[src/rtl/regfile_write_arbiter.sv]
// Arbitrates the register file write port between CPU writeback and a small FIFO of I/O writes,
// with a starvation-forced CPU stall and dropping of writes to hardware-owned registers.
module regfile_write_arbiter #(
  parameter int          FIFO_DEPTH = 4,
  parameter int          MAX_WAIT   = 8,
  parameter logic [31:0] PROT_MASK  = 32'h2000_0001
) (
  input  logic                          clock,
  input  logic                          ctrl_reset,
  input  logic                          cpu_we,
  input  logic [4:0]                    cpu_reg,
  input  logic [31:0]                   cpu_data,
  output logic                          cpu_stall,
  input  logic                          io_valid,
  output logic                          io_ready,
  input  logic [4:0]                    io_reg,
  input  logic [31:0]                   io_data,
  output logic                          rf_we,
  output logic [4:0]                    rf_reg,
  output logic [31:0]                   rf_data,
  output logic [$clog2(FIFO_DEPTH):0]   fifo_count,
  output logic                          prot_violation
);

  localparam int AW = $clog2(FIFO_DEPTH);
  localparam int WW = $clog2(MAX_WAIT) + 1;

  typedef enum logic {NORMAL, FORCE} arbStateT;

  arbStateT       state;
  logic [4:0]     fifoReg  [FIFO_DEPTH];
  logic [31:0]    fifoData [FIFO_DEPTH];
  logic [AW-1:0]  wrPtr;
  logic [AW-1:0]  rdPtr;
  logic [AW:0]    count;
  logic [AW:0]    countNext;
  logic [WW-1:0]  waitCnt;

  logic           push;
  logic           nonEmpty;
  logic           forceNow;
  logic           grantFifo;
  logic           grantCpu;
  logic           grant;
  logic           headStarved;
  logic           goForce;
  logic           isProt;
  logic [4:0]     grantReg;
  logic [31:0]    grantData;

  // In FORCE the CPU request is ignored so the FIFO head always wins that cycle.
  always_comb begin
    push        = io_valid & io_ready;
    nonEmpty    = (count != '0);
    forceNow    = (state == FORCE);
    grantFifo   = nonEmpty & (forceNow | ~cpu_we);
    grantCpu    = ~forceNow & cpu_we;
    grant       = grantFifo | grantCpu;
    grantReg    = grantFifo ? fifoReg[rdPtr]  : cpu_reg;
    grantData   = grantFifo ? fifoData[rdPtr] : cpu_data;
    isProt      = PROT_MASK[grantReg];
    countNext   = count + (AW+1)'(push) - (AW+1)'(grantFifo);
    headStarved = nonEmpty & ~grantFifo;
    goForce     = headStarved & (waitCnt == WW'(MAX_WAIT - 1));
  end

  always_ff @(posedge clock or negedge ctrl_reset) begin
    if (!ctrl_reset) begin
      state          <= NORMAL;
      cpu_stall      <= 1'b0;
      waitCnt        <= '0;
      count          <= '0;
      wrPtr          <= '0;
      rdPtr          <= '0;
      io_ready       <= 1'b0;
      rf_we          <= 1'b0;
      rf_reg         <= '0;
      rf_data        <= '0;
      prot_violation <= 1'b0;
    end else begin
      state          <= goForce ? FORCE : NORMAL;
      cpu_stall      <= goForce;
      waitCnt        <= (headStarved & ~goForce) ? waitCnt + WW'(1) : '0;
      count          <= countNext;
      wrPtr          <= wrPtr + AW'(push);
      rdPtr          <= rdPtr + AW'(grantFifo);
      io_ready       <= (countNext < (AW+1)'(FIFO_DEPTH));
      rf_we          <= grant & ~isProt;
      prot_violation <= grant & isProt;
      if (grant & ~isProt) begin
        rf_reg  <= grantReg;
        rf_data <= grantData;
      end
    end
  end

  // Queue storage carries no reset; occupancy is tracked by count alone.
  always_ff @(posedge clock) begin
    if (push) begin
      fifoReg[wrPtr]  <= io_reg;
      fifoData[wrPtr] <= io_data;
    end
  end

  assign fifo_count = count;

endmodule
[config.mk]
export PLATFORM = sky130hd
export DESIGN_NAME = regfile_write_arbiter
export DESIGN_NICKNAME = d
export VERILOG_FILES = /design/src/rtl/regfile_write_arbiter.sv
export SDC_FILE = /design/constraint.sdc
export NUM_CORES = 1
export LEC_CHECK = 0
export ABC_AREA = 0
export CORE_ASPECT_RATIO = 0.7
export CORE_MARGIN = 4
export CORE_UTILIZATION = 42
export CTS_CLUSTER_DIAMETER = 80
export DETAILED_ROUTE_END_ITERATION = 16
export GPL_TIMING_DRIVEN = 0
export PLACE_DENSITY = 0.74
export SYNTH_ARGS = -nofsm -noshare
export SYNTH_HDL_FRONTEND = slang
export SYNTH_SLANG_ARGS = --single-unit
[constraint.sdc]
create_clock -name clock -period 10.55 [get_ports clock]
set_input_delay 1.5825 -clock clock [delete_from_list [all_inputs] [get_ports clock]]
set_output_delay 1.5825 -clock clock [all_outputs]
set_load 0.02 [all_outputs]
==> flow_metrics.py, run 1 <==
metrics = {
    "synthesis": {
        "synth.distinct_cells": 38,
        "synth_seq_cells": 200,
        "syn-cell-area_um2": 8000,
        "synth_ff_type": "edfxtp_1",
        "synth_edf_count": 148,
        "ys_async_sr_fraction": 0.260,
        "synth_nets": 472,
        "synthCells": 390,
        "yosysSeqAreaShare": 0.718,
        "synth_top_area_frac": 0.555,
        "synth_top_area_cell": "edfxtp_1",
        "synthTopCellsByArea": "edfxtp_1 (56%), dfrtp_1 (16%), mux4_2 (9.6%)",
        "ys_warn_count": 0,
        "synth_area_per_cell_um2": 20.5,
    },
    "sta": {
        "max_freq_mhz": 231,
        "hold_viol_final": 0,
        "setup_ws_ps": 6210,
        "min_period_ps": 4340,
        "maxSlewViolCount": 0,
        "rsz0062_at_grt": "no",
        "skew_ps": 9.04,
        "setup_viol": 0,
        "fin_setup_tns_ps": 0,
        "tightest_slew_ps": 966,
        "relSlewSlack": 0.353,
        "fin_crit_sh": 0.411,
    },
    "setup_path": {
        "worst_r2r_startpoint": "fifo_count[1]$_DFF_PN0_",
        "endpoint_kind": "register",
        "cp_max_fo": 10,
        "required_ps": 10870,
        "critPathLaunchType": "input port",
        "startpoint": "cpu_we",
        "cp.arrival_ps": 4660,
        "crit_type": "in2reg",
    },
    "power": {
        "finalPower_w": 0.00276,
        "power_leakage_nw": 3.69,
        "powerDensity_nw_per_um2": 269,
        "vdd_ir_drop_max_v": 0.000134,
    },
    "finish": {
        "largest-register": "fifoData",
        "final_cell_mix": "edfxtp_1 (148), clkdlybuf4s50_1 (120), dfrtp_1 (52)",
        "final_common_cell": "edfxtp_1",
        "fillers": 1362,
        "nNetsFinal": 625,
        "final_area_um2": 10300,
        "top_regs": "fifoData x128, rf_data x32, fifoReg x20",
        "largest_reg_flops": 128,
        "final_layout_size_suffix_gt1_frac": 0.284,
        "area_growth_pct": 28.2,
        "antenna_cells": 0,
    },
    "route": {
        "dr_wl_met3_um": 1020,
        "routed_wl_um": 16100,
        "top_layer": "met4",
        "post_drt_wl_per_cell_um": 20.4,
        "met2WireLength_um": 7770,
        "first_pass_iters": 6,
        "wl_met1_um": 7230,
        "avgViaCountPerCell": 5.17,
        "drt_iter0_drc": 318,
        "drc": 0,
        "drt.antenna.violating_nets": 0,
        "dr_total_vias": 4095,
    },
    "grt": {
        "gr-total-overflow": 0,
        "antenna_found_initial": 0,
        "grt_pass1_vias": 4501,
        "grt_max_degree": 33,
        "grt.total_usage": 0.157,
        "grt_pass1_wl_um": 25100,
    },
    "floorplan": {
        "fp.dieH_um": 123,
        "initial_core_util": 0.436,
        "rows": 41,
        "die_width_um": 173,
        "core_region_area_um2": 18400,
        "io_pins": 122,
        "die-area_um2": 21400,
    },
    "hold_path": {
        "hp-class": "reg2reg",
        "hp-start": "rf_reg[3]$_DFFE_PN0P_",
    },
    "place": {
        "place_congestion": 0.769,
        "dp_slack_ps": 5640,
        "port_buffers": 121,
        "dp_hpwl_um": 11300,
        "place_area_um2": 9690,
    },
    "clock_network": {
        "post_cts.repair.setup_buffers": 0,
        "cts_resized": 0,
        "cts_sinks": 200,
        "numCtsBuffers": 17,
        "cts_tree": "built",
        "clkSlewWorstSetupHoldPaths_ps": 70,
        "h-tree-depth": 4,
        "cts_hold_buffers": 0,
        "cts-root-buf": "clkbuf_16",
        "insertion_delay_ps": 430,
        "ctsLongestPathBuffers": 2,
    },
    "run": {
        "max_cap_viol_count": 0,
    },
    "outcome": {
        "outcome": "completed",
    },
}
critical path: stages:
cell	delay [ps]
clkdlybuf4s50_1	410
nor2b_1	190
nor2_1	210
clkbuf_1	550
clkbuf_1	520
xnor2_1	150
ha_1	220
fa_1	380
xnor2_1	190
xnor2_1	170
inv_1	60
stage by stage:
stage               instances   util  hold slack (ps)
floorplan                 390      -              438
global placement          747  0.518              447
detailed placement        760  0.528              490
CTS                       792  0.559              506
global route              792  0.559              526
finish                    792  0.559              500
cell type report:
| type | count | area (µm²) | area share |
|---|---|---|---|
| Sequential cell | 200 | 5750 | 0.560 |
| Multi-Input combinational cell | 171 | 2150 | 0.209 |
| Timing Repair Buffer | 134 | 1380 | 0.135 |
| Clock buffer | 17 | 425 | 0.0415 |
| Tap cell | 236 | 295 | 0.0288 |
| Clock inverter | 15 | 138 | 0.0134 |
| Buffer | 16 | 115 | 0.0112 |
| Inverter | 3 | 11.3 | 0.00110 |
worst paths after layout:
path                            slack [ps]  depth (start not counted)                 endpoint
worst max-delay path                  6210                         11  fifo_count[2]$_DFF_PN0_
worst min-delay path                   500                          1    rf_reg[3]$_DFFE_PN0P_
worst max register to register        7280                         10  fifo_count[2]$_DFF_PN0_
worst min register to register         500                          1    rf_reg[3]$_DFFE_PN0P_
max in group asynchronous             8800                          2       wrPtr[0]$_DFF_PN0_
min in group asynchronous             1150                          1  rf_data[23]$_DFFE_PN0P_
power by group:
| group | switching, W | total (W) | internal, W |
|---|---|---|---|
| sequential | 0.0000769 | 0.00111 | 0.00103 |
| clock | 0.000304 | 0.000615 | 0.000311 |
| combinational | 0.000476 | 0.00103 | 0.000556 |
logic make-up after synthesis:
logic type / synth area share
AOI/OAI and AO/OA: 0.0155
xor gates and xnor gates: 0.00766
adders and majority gates: 0.00719
buffers and inverters: 0.0158
DFF: 0.718
muxes: 0.210
and+or+nand+nor: 0.0258
routing by layer:
layer | global-route usage | up-vias
met5 | 0 | -
met4 | 0.0419 | 0
met3 | 0.0483 | 11
met2 | 0.258 | 127
met1 | 0.206 | 2088
li1 | - | 1869
synthesized netlist by cell type, drive strengths merged (2+ instances only):
cell / number
dfrtp: 52
edfxtp: 148
nand3: 5
o32a: 2
mux2: 65
a22oi: 2
a21oi: 2
inv: 3
nor2: 8
nand2: 11
xnor2: 5
buf: 8
nor3b: 3
and3: 2
xor2: 2
o21ai: 6
nor3: 6
nand4: 2
clkbuf: 8
mux4: 37
ha: 3
No activity file was read; power rests on OpenSTA's default activity.
==> run 2: changes to the inputs <==
- PLACE_DENSITY: 0.74 -> 0.76
- clock period: 10.55 -> 3.9 ns (I/O delays scaled with it)
==> flow_metrics.py, run 2 (synthesis results as in run 1) <==
metrics = {
    "setup_path": {
        "cp.arrival_ps": 3740,
        "worstRegToRegCells": 10,
        "critPathBufInv": 4,
        "cp_max_fo": 10,
        "path_delay_family": "buffers and inverters",
        "worst-path-stages": 11,
        "cpMaxStageDelayCell": "clkbuf_1",
        "worst_path_largest_cell_delay_ps": 570,
        "critPathLaunchType": "input port",
        "required_ps": 4210,
        "path_common_cell": "xnor2_1",
        "crit_type": "in2reg",
        "endpoint_kind": "register",
        "path_cells": "clkdlybuf4s50_1, nor2b_1, nor2_1, clkbuf_1, clkbuf_1, xnor2_1, ha_1, fa_1, xnor2_1, xnor2_1, inv_1",
    },
    "clock_network": {
        "insertion_delay_ps": 420,
        "ctsLongestPathBuffers": 2,
        "cts-root-buf": "clkbuf_16",
        "h-tree-depth": 4,
        "post_cts.repair.setup_buffers": 0,
        "cts_tree": "built",
        "cts_hold_buffers": 0,
        "numCtsBuffers": 17,
        "cts_sinks": 200,
        "clkSlewWorstSetupHoldPaths_ps": 70,
        "cts_resized": 0,
    },
    "power": {
        "internal_power_w": 0.00542,
        "switching_share": 0.294,
        "powerDensity_nw_per_um2": 742,
        "power.switching_w": 0.00226,
        "seqPwrFrac": 0.392,
        "pwr-share-clk": 0.246,
        "combPwrFrac": 0.362,
        "vdd_ir_drop_max_v": 0.000341,
        "power_leakage_nw": 3.73,
    },
    "finish": {
        "multi_input_area_um2": 2160,
        "fillers": 1397,
        "regArea_um2": 5750,
        "final_common_cell": "edfxtp_1",
        "top_regs": "fifoData x128, rf_data x32, fifoReg x20",
        "largest-register": "fifoData",
        "final_core_util": 0.563,
        "antenna_cells": 0,
        "nNetsFinal": 622,
        "largest_reg_flops": 128,
        "area_growth_pct": 29.2,
        "final_cell_mix": "edfxtp_1 (148), clkdlybuf4s50_1 (120), dfrtp_1 (52)",
        "final_layout_size_suffix_gt1_frac": 0.278,
    },
    "sta": {
        "skew_ps": 12.9,
        "hold_viol_final": 0,
        "setup_viol": 0,
        "fin_crit_sh": 0.880,
        "maxSlewViolCount": 0,
        "hold_slack_ps": 146,
        "rsz0062_at_grt": "no",
        "tightest_slew_ps": 888,
        "max_freq_mhz": 291,
        "min_period_ps": 3430,
        "relSlewSlack": 0.408,
    },
    "floorplan": {
        "core_region_area_um2": 18400,
        "rows": 41,
        "initial_core_util": 0.436,
        "die_width_um": 173,
        "io_pins": 122,
        "die-area_um2": 21400,
        "fp.dieH_um": 123,
    },
    "run": {
        "max_cap_viol_count": 0,
    },
    "route": {
        "drt_iter0_drc": 309,
        "dr_total_vias": 4086,
        "drc": 0,
        "avgViaCountPerCell": 5.18,
        "routed_wl_um": 15900,
        "drt.antenna.violating_nets": 0,
        "first_pass_iters": 4,
        "post_drt_wl_per_cell_um": 20.1,
    },
    "grt": {
        "grt.total_usage": 0.157,
        "grt_max_degree": 35,
        "grt_pass1_wl_um": 25300,
        "grt_pass1_vias": 4563,
        "gr-total-overflow": 0,
        "antenna_found_initial": 0,
    },
    "place": {
        "place_congestion": 0.814,
        "port_buffers": 121,
        "dp_hpwl_um": 11200,
    },
    "hold_path": {
        "hp-class": "in2async",
    },
    "outcome": {
        "outcome": "completed",
    },
}
[run 2: power groups by stage]
stage,clock network [W],logic (W),registers [W]
3_5_place_dp,0,0.00282,0.00305
2_1_floorplan,0,0.00152,0.00330
5_1_grt,0.00202,0.00299,0.00306
4_1_cts,0.00192,0.00284,0.00302
3_3_place_gp,0,0.00268,0.00303
6_report,0.00188,0.00278,0.00301
[run 2: area by class of cell]
type,instances,area share
Buffer,16,0.0111
Clock buffer,20,0.0442
Clock inverter,12,0.0180
Inverter,3,0.00109
Multi-Input combinational cell,171,0.209
Sequential cell,200,0.556
Tap cell,236,0.0286
Timing Repair Buffer,131,0.133
[run 2: routing by layer]
| layer | part of all wire | up-vias | wire length [µm] | global-route usage |
|---|---|---|---|---|
| li1 | - | 1861 | - | - |
| met4 | 0.0096 | 0 | 153 | 0.0409 |
| met2 | 0.50 | 124 | 7970 | 0.261 |
| met5 | 0 | - | 0 | 0 |
| met1 | 0.42 | 2086 | 6720 | 0.204 |
| met3 | 0.066 | 15 | 1050 | 0.0495 |
[run 2: path summary, 6_finish.rpt]
kind	start	end	slack, ps
worst min-delay path	ctrl_reset	rf_data[27]$_DFFE_PN0P_	150
min in group clock	waitCnt[0]$_DFF_PN0_	waitCnt[0]$_DFF_PN0_	480
worst max register to register	fifo_count[1]$_DFF_PN0_	fifo_count[2]$_DFF_PN0_	580
max in group asynchronous	ctrl_reset	rdPtr[1]$_DFF_PN0_	3160
worst min register to register	waitCnt[0]$_DFF_PN0_	waitCnt[0]$_DFF_PN0_	480
worst max-delay path	cpu_we	fifo_count[2]$_DFF_PN0_	470
[run 2: through the flow]
stage          std cells  worst slack [ps]  TNS (ps)  total power (W)  cell area (µm²)
2_1_floorplan        390               125         0          0.00481             8010
3_3_place_gp         747             -2230   -106290          0.00571             9520
3_5_place_dp         757              20.8         0          0.00588             9700
4_1_cts              789               467         0          0.00778            10300
5_1_grt              789               267         0          0.00807            10300
6_report             789               467         0          0.00767            10300
==> run 3: changes to the inputs <==
- PLACE_DENSITY: 0.76 -> 0.69
- SKIP_LAST_GASP: default -> 1
==> flow_metrics.py, run 3 (synthesis results as in run 1) <==
metrics = {
    "grt": {
        "grt_pass1_vias": 4520,
        "antenna_found_initial": 1,
        "gr-total-overflow": 0,
        "grt_pass1_wl_um": 25300,
        "grt.total_usage": 0.159,
        "grt_max_degree": 33,
    },
    "clock_network": {
        "cts_sinks": 200,
        "numCtsBuffers": 17,
        "clkSlewWorstSetupHoldPaths_ps": 70,
        "post_cts.repair.setup_buffers": 0,
        "cts-root-buf": "clkbuf_16",
        "cts_tree": "built",
        "h-tree-depth": 4,
        "cts_hold_buffers": 0,
        "ctsLongestPathBuffers": 2,
        "cts_resized": 0,
        "insertion_delay_ps": 430,
    },
    "power": {
        "power_leakage_nw": 3.69,
        "powerDensity_nw_per_um2": 734,
        "vdd_ir_drop_max_v": 0.000323,
        "finalPower_w": 0.00755,
    },
    "place": {
        "dp_slack_ps": 46.3,
        "port_buffers": 121,
        "dp_hpwl_um": 11200,
        "dp.cells": 757,
        "place_congestion": 0.755,
    },
    "finish": {
        "fillers": 1422,
        "largest-register": "fifoData",
        "final_common_cell": "edfxtp_1",
        "nNetsFinal": 622,
        "instances_no_fill": 789,
        "antenna_cells": 0,
        "final_cell_mix": "edfxtp_1 (148), clkdlybuf4s50_1 (120), dfrtp_1 (52)",
        "largest_reg_flops": 128,
        "final_layout_size_suffix_gt1_frac": 0.278,
        "area_growth_pct": 28.4,
        "top_regs": "fifoData x128, rf_data x32, fifoReg x20",
    },
    "floorplan": {
        "initial_core_util": 0.436,
        "die-area_um2": 21400,
        "fp.dieH_um": 123,
        "core_region_area_um2": 18400,
        "io_pins": 122,
        "rows": 41,
        "die_width_um": 173,
    },
    "run": {
        "max_cap_viol_count": 0,
    },
    "sta": {
        "setup_ws_ps": 522,
        "relSlewSlack": 0.402,
        "hold_viol_final": 0,
        "min_period_ps": 3380,
        "rsz0062_at_grt": "no",
        "fin_crit_sh": 0.866,
        "tightest_slew_ps": 897,
        "max_freq_mhz": 296,
        "maxSlewViolCount": 0,
        "setup_viol": 0,
        "skew_ps": 11.3,
    },
    "setup_path": {
        "required_ps": 4210,
        "cp.arrival_ps": 3690,
        "endpoint_kind": "register",
        "crit_type": "in2reg",
        "critPathLaunchType": "input port",
        "cp_max_fo": 10,
        "rrSetupSlack_ps": 570,
    },
    "route": {
        "avgViaCountPerCell": 5.18,
        "drt.antenna.violating_nets": 0,
        "drc": 0,
        "dr_total_vias": 4084,
        "routed_wl_um": 15900,
        "post_drt_wl_per_cell_um": 20.2,
        "drt_iter0_drc": 249,
        "first_pass_iters": 7,
    },
    "hold_path": {
        "hp-class": "in2async",
    },
    "outcome": {
        "outcome": "completed",
    },
}
-- run 3: changes by cell type in the layout (fill, tap and decap cells not counted) --
cell and delta:
buf_16 -1, buf_8 +1, bufinv_16 -2, clkbuf_8 -2, clkinv_2 -1, clkinv_4 +1, clkinvlp_4 +2, inv_6 +2
-- run 3: final timing paths --
kind	end	startpoint	cells past startpoint
hold reg to reg	waitCnt[0]$_DFF_PN0_	waitCnt[0]$_DFF_PN0_	1
max in group asynchronous	rdPtr[1]$_DFF_PN0_	ctrl_reset	2
min in group clock	waitCnt[0]$_DFF_PN0_	waitCnt[0]$_DFF_PN0_	1
hold / removal	rf_data[27]$_DFFE_PN0P_	ctrl_reset	1
setup reg to reg	fifo_count[2]$_DFF_PN0_	fifo_count[1]$_DFF_PN0_	10
setup / recovery	fifo_count[2]$_DFF_PN0_	cpu_we	11
-- run 3: through the flow --
| step | cell area, µm² | util | setup TNS (ps) | hold slack (ps) |
|---|---|---|---|---|
| 6_report | 10300 | 0.560 | 0 | 172 |
| 5_1_grt | 10300 | 0.560 | 0 | 183 |
| 4_1_cts | 10300 | 0.560 | 0 | 169 |
| 3_5_place_dp | 9680 | 0.527 | 0 | 477 |
| 3_3_place_gp | 9520 | 0.518 | -109160 | 448 |
| 2_1_floorplan | 8010 | - | 0 | 289 |
-- run 3: critical path, cell delays in order --
cell and delay (ps):
clkdlybuf4s50_1 410, nor2b_1 210, nor2_1 180, clkbuf_1 580, clkbuf_1 540, xnor2_1 150, ha_1 220, fa_1 380
xnor2_1 200, xnor2_1 160, inv_1 70
-- run 3: cell type report --
| class | instances | area [µm²] | area share |
|---|---|---|---|
| timing repair buffer | 131 | 1360 | 0.132 |
| sequential | 200 | 5750 | 0.559 |
| tap | 236 | 295 | 0.0287 |
| buffer | 16 | 115 | 0.0112 |
| inverter | 3 | 11.3 | 0.00110 |
| multi-input combinational | 171 | 2160 | 0.210 |
| clock buffer | 18 | 429 | 0.0418 |
| clock inverter | 14 | 163 | 0.0158 |
-- run 3: where the power goes --
part,internal (W),switching [W],leakage [nW]
Sequential,0.00279,0.000213,1.96
Combinational,0.00150,0.00129,1.46
Clock,0.000962,0.000782,0.276
Total,0.00526,0.00229,3.69
-- run 3: metal layers --
metal	share of wire	routed length, µm	GRT usage
met1	0.45	7150	0.207
met2	0.49	7730	0.260
met3	0.057	911	0.0486
met4	0.0070	112	0.0473
met5	0.00075	12	0
